File: config.mk
export PLATFORM = sky130hd
export DESIGN_NAME = coder_speed
export DESIGN_NICKNAME = d
export VERILOG_FILES = /design/src/rtl/coder_speed.sv
export SDC_FILE = /design/constraint.sdc
export NUM_CORES = 1
export LEC_CHECK = 0
export ABC_AREA = 1
export BUFFER_PORTS_ARGS = -buffer_cell sky130_fd_sc_hd__buf_2
export CORE_MARGIN = 1.5
export CORE_UTILIZATION = 45
export CTS_CLUSTER_SIZE = 24
export DETAILED_ROUTE_END_ITERATION = 8
export GPL_ROUTABILITY_DRIVEN = 1
export PLACE_DENSITY_LB_ADDON = 0.05
export SYNTH_ARGS = -nofsm -noshare
export SYNTH_HDL_FRONTEND = slang
export SYNTH_SLANG_ARGS = --single-unit
File: constraint.sdc
create_clock -name clk -period 3.3 [get_ports clk]
set_input_delay 0.66 -clock clk [delete_from_list [all_inputs] [get_ports clk]]
set_output_delay 0.66 -clock clk [all_outputs]
set_load 0.01 [all_outputs]
File: src/rtl/coder_speed.sv
// coder_speed: windowed encoder speed measurement with 4-window averaging,
// direction flag and stall detection.
`default_nettype none

module coder_speed #(
    parameter int U_DLY     = 1,
    parameter int CLK_DIV   = 80,
    parameter int WIN_US    = 1000,
    parameter int STALL_WIN = 8
) (
    input  logic        clk,
    input  logic        rst_n,
    input  logic        en,
    input  logic [15:0] pco,
    output logic [15:0] speed,
    output logic        speed_vld,
    output logic        dir,
    output logic        stall
);

    localparam int DIV_W = (CLK_DIV > 1) ? $clog2(CLK_DIV) : 1;
    localparam int WIN_W = (WIN_US > 1) ? $clog2(WIN_US) : 1;
    localparam int ZC_W  = $clog2(STALL_WIN + 1);

    typedef enum logic [1:0] {
        IDLE  = 2'd0,
        PRIME = 2'd1,
        RUN   = 2'd2
    } state_t;

    state_t             state, state_nxt;
    logic [DIV_W-1:0]   div_cnt;
    logic [WIN_W-1:0]   win_cnt;
    logic [15:0]        pos_prev;
    logic [3:0][15:0]   hist;
    logic [ZC_W-1:0]    zero_cnt, zc_nxt;
    logic               upd_pend;
    logic               tick, we;
    logic [17:0]        sum;
    logic [15:0]        avg;
    logic [1:0]         frac_unused;
    logic               dly_unused;

    assign dly_unused = (U_DLY != 0);

    assign tick = (div_cnt == DIV_W'(CLK_DIV - 1));
    assign we   = tick && (win_cnt == WIN_W'(WIN_US - 1)) && (state != IDLE);

    // Sign-extended sum; dropping the two low bits is an arithmetic shift (floor).
    assign sum = {{2{hist[0][15]}}, hist[0]} + {{2{hist[1][15]}}, hist[1]}
               + {{2{hist[2][15]}}, hist[2]} + {{2{hist[3][15]}}, hist[3]};
    assign {avg, frac_unused} = sum;

    always_comb begin
        zc_nxt = '0;
        if (hist[0] == 16'd0) begin
            zc_nxt = (zero_cnt == ZC_W'(STALL_WIN)) ? zero_cnt : zero_cnt + ZC_W'(1);
        end
    end

    always_comb begin
        state_nxt = state;
        case (state)
            IDLE:    if (en) state_nxt = PRIME;
            PRIME:   if (!en) state_nxt = IDLE; else if (we) state_nxt = RUN;
            RUN:     if (!en) state_nxt = IDLE;
            default: state_nxt = IDLE;
        endcase
    end

    always_ff @(posedge clk or negedge rst_n) begin
        if (!rst_n) begin
            state <= IDLE;
        end else begin
            state <= state_nxt;
        end
    end

    always_ff @(posedge clk or negedge rst_n) begin
        if (!rst_n) begin
            div_cnt <= '0;
        end else begin
            div_cnt <= tick ? '0 : div_cnt + DIV_W'(1);
        end
    end

    always_ff @(posedge clk or negedge rst_n) begin
        if (!rst_n) begin
            win_cnt <= '0;
        end else if (!en || state == IDLE) begin
            win_cnt <= '0;
        end else if (tick) begin
            win_cnt <= (win_cnt == WIN_W'(WIN_US - 1)) ? '0 : win_cnt + WIN_W'(1);
        end
    end

    always_ff @(posedge clk or negedge rst_n) begin
        if (!rst_n) begin
            pos_prev  <= '0;
            hist      <= '0;
            zero_cnt  <= '0;
            upd_pend  <= 1'b0;
            speed     <= '0;
            speed_vld <= 1'b0;
            dir       <= 1'b0;
            stall     <= 1'b0;
        end else if (!en || state == IDLE) begin
            // Leaving IDLE always passes through here, so PRIME starts with empty history.
            hist      <= '0;
            zero_cnt  <= '0;
            upd_pend  <= 1'b0;
            speed     <= '0;
            speed_vld <= 1'b0;
            dir       <= 1'b0;
            stall     <= 1'b0;
        end else begin
            speed_vld <= 1'b0;
            upd_pend  <= 1'b0;
            if (we) begin
                pos_prev <= pco;
                if (state == RUN) begin
                    hist     <= {hist[2:0], pco - pos_prev};
                    upd_pend <= 1'b1;
                end
            end
            if (upd_pend) begin
                speed     <= avg;
                dir       <= avg[15];
                speed_vld <= 1'b1;
                zero_cnt  <= zc_nxt;
                stall     <= (zc_nxt == ZC_W'(STALL_WIN));
            end
        end
    end

endmodule

`default_nettype wire
==> flow_summary_export.csv <==
group,metric,value,unit
yosys,async_reset_ff_share,100,%
setup_path,worst_setup_path_start_kind,"register",
final_layout,synthToLayoutAreaGrowth,13.1,%
global_routing,grt_pass1_wl,26.8,mm
sta,finalCritPeriodShare,91.3,%
setup_path,worstSetupPathType,"reg2reg",
yosys,synth_edf_count,0,
yosys,avgSynthCellArea,7.98,µm²
floorplanning,die_y,132,µm
floorplanning,io_pins,38,
final_layout,drive_above_1_share,8.71,%
final_layout,fin_nets,1074,
final_layout,diodes,0,
power,peakVddDrop,0.355,mV
final_layout,fillers,1659,
floorplanning,die-width,132,µm
floorplanning,initial_core_util,45.7,%
global_routing,grt_max_degree,54,
cts,clkTransAtPathRegs,0.05,ns
sta,finalMaxSlewViolations,0,
yosys,ys_types,38,
drt,detail_route.vias_per_cell,4.72,
setup_path,crit_fanout,3,
yosys,ys_top_cells_by_area,"dfrtp_1 41%, nand2_1 12%, inv_1 9.3%, fa_1 9.0%, ha_1 5.6%",
global_routing,grt_pass1_vias,5749,
drt,wl_per_cell,12.6,µm
placement,hpwlAfterDp,11.4,mm
placement,post-place-ws,0.235,ns
drt,vias,5751,
drt,routed_wl,15.4,mm
drt,first_pass_iters,4,
yosys,yosys_most_used_dff,"dfrtp_1",
cts,cts-root-buf,"clkbuf_16",
final_layout,finalCoreUtilization,51.7,%
placement,port_buffers,37,
sta,final-setup-viol-count,0,
cts,cts_buffers,17,
sta,setup-tns-final,0,ns
yosys,synth_top_cell_area_share,40.5,%
floorplanning,dieArea,17500,µm²
yosys,synth_largest_area_cell,"dfrtp_1",
drt,route.detailed.drc,0,
sta,period_minus_slack,3.01,ns
worst_hold_path,hp-class,"in2async",
yosys,synthesis.nets,1030,
sta,fmax,332,MHz
drt,drtIter0Drc,305,
sta,finalHoldViolations,0,
setup_path,end_kind,"register",
cts,holdBufCountCts,0,
yosys,yosysWarnings,0,
sta,finalClockSkew,0.00665,ns
cts,clock-sinks,122,
yosys,ys_seq_area_share,40.5,%
setup_path,cp.required,3.60,ns
power,p_leak,4.38,nW
global_routing,gr-usage-all-layers,19.0,%
placement,gp_congestion,0.813,
sta,hold-worst-slack,0.243,ns
cts,clk_latency,0.41,ns
sta,worstMarginPinSlew,0.952,ns
yosys,ys_seq_elements,122,
global_routing,antenna_found_initial,0,
sta,worst_slack,0.289,ns
yosys,mappedNetlistArea,7530,µm²
power,p_total,3.38,mW
floorplanning,rows,47,
cts,max-clock-path-buffers,2,
power,power.density,397,nW/µm²
floorplanning,coreArea,16500,µm²
sta,rsz0062_at_grt,"no",
drt,final_antenna_net_count,0,
cts,cts_setup_buffers,0,
global_routing,grt_overflow,0,
sta,slew_headroom,36.4,%
run,maxCapViolations,0,
cts,cts_max_level,4,
cts,tritoncts,"yes",
setup_path,arrival,3.31,ns
yosys,syn_inst,943,
run_status,status,"completed",
cells by family after synthesis:
group	Yosys count	synth area share, %
XOR/XNOR	22	2.56
flip-flops	122	40.5
buffers and inverters	212	11.1
AO/OA/AOI/OAI	142	9.80
AND/OR/NAND/NOR	377	21.3
adder cells (fa/ha/maj)	68	14.7
repair_timing:
| action | in CTS | in global routing |
|---|---|---|
| gates resized for setup | 0 | 1 |
| endpoints found under the setup margin | 0 | 2 |
| endpoints found under the hold margin | 0 | 0 |
routing by layer:
| layer | wire, µm | share of wire (%) | GRT usage (%) | vias to the layer above |
|---|---|---|---|---|
| li1 | - | - | - | 3024 |
| met1 | 7920 | 52 | 26.4 | 2638 |
| met2 | 6850 | 45 | 30.3 | 71 |
| met3 | 387 | 2.5 | 3.69 | 18 |
| met4 | 220 | 1.4 | 5.68 | 0 |
| met5 | 0 | 0 | 0 | - |
worst paths after layout:
kind | start | slack, ns | end | cells after the start
worst min-delay path | rst_n | 0.24 | zero_cnt[0]$_DFFE_PN0P_ | 1
worst max-delay path | hist[1]$_DFFE_PN0P_ | 0.29 | speed[15]$_DFFE_PN0P_ | 15
max in group asynchronous | rst_n | 2.33 | hist[0]$_DFFE_PN0P_ | 2
min in group clk | state[1]$_DFFE_PN0P_ | 0.44 | state[0]$_DFFE_PN0P_ | 1
worst min register to register | state[1]$_DFFE_PN0P_ | 0.44 | state[0]$_DFFE_PN0P_ | 1
worst max register to register | hist[1]$_DFFE_PN0P_ | 0.29 | speed[15]$_DFFE_PN0P_ | 15
registers in the layout (all words and copies together), names as in the netlist, 2 cells and up:
| signal | cells |
|---|---|
| speed | 16 |
| zero_cnt | 4 |
| pos_prev | 16 |
| hist | 64 |
| state | 2 |
| div_cnt | 7 |
| win_cnt | 10 |
worst max-delay path: stages, from the launching register on:
cell and delay (ns):
dfrtp_1 0.34, inv_1 0.09, fa_1 0.57, fa_1 0.45, nor3_1 0.19, inv_1 0.07, fa_1 0.41, o21ai_1 0.14
buf_4 0.13, nand2_1 0.05, nand2_1 0.12, nand2_1 0.09, nand2_1 0.07, nand2_1 0.04, nand3_1 0.07, nand2_1 0.06
report_power, final:
part / switching (mW) / internal, mW
Combinational: 0.0962 / 0.0370
Clock: 0.664 / 1.08
Sequential: 0.00211 / 1.50
Total: 0.762 / 2.62
cell usage after synthesis, types with 3 or more instances:
library cell	n
nand2_1	235
inv_1	186
dfrtp_1	122
nand3_1	56
nor2_1	49
o21ai_1	49
a21oi_1	48
fa_1	34
ha_1	34
o21ai_0	33
xnor2_1	11
xor2_1	11
buf_2	10
nand4_1	10
nand3b_1	6
nor3_1	6
clkbuf_1	5
a21o_1	3
and2_1	3
buf_4	3
inv_2	3
o22ai_1	3
through the flow:
| stage | cell area (µm²) | cells |
|---|---|---|
| 2_1_floorplan | 7530 | 943 |
| 3_3_place_gp | 7970 | 1188 |
| 3_5_place_dp | 7970 | 1188 |
| 4_1_cts | 8510 | 1219 |
| 5_1_grt | 8510 | 1219 |
| 6_report | 8510 | 1219 |
final cells by class:
class                           instances  area (µm²)  area share, %
Tap cell                              220         275           3.23
Multi-Input combinational cell        609        3640           42.8
Inverter                              191         718           8.43
Sequential cell                       122        3050           35.9
Timing Repair Buffer                   46         280           3.29
Clock inverter                          9        72.6          0.852
Clock buffer                           22         474           5.57
placed cells by master, fill, tap and decap left out, drive strengths merged:
cell type / n
ha: 34
nand4: 10
inv: 189
fa: 34
and2: 3
nand3: 57
bufinv: 1
xor2: 11
dfrtp: 122
o22ai: 3
nor3: 8
nand3b: 6
buf: 46
nor3b: 2
a21oi: 48
and3: 1
o21a: 1
nor2: 52
xnor2: 11
clkinv: 9
a31oi: 1
a21o: 3
nand2: 237
o21ai: 82
a211oi: 2
o2bb2ai: 2
nor4: 1
clkinvlp: 1
clkbuf: 22
(Power assumes the default switching activity.)
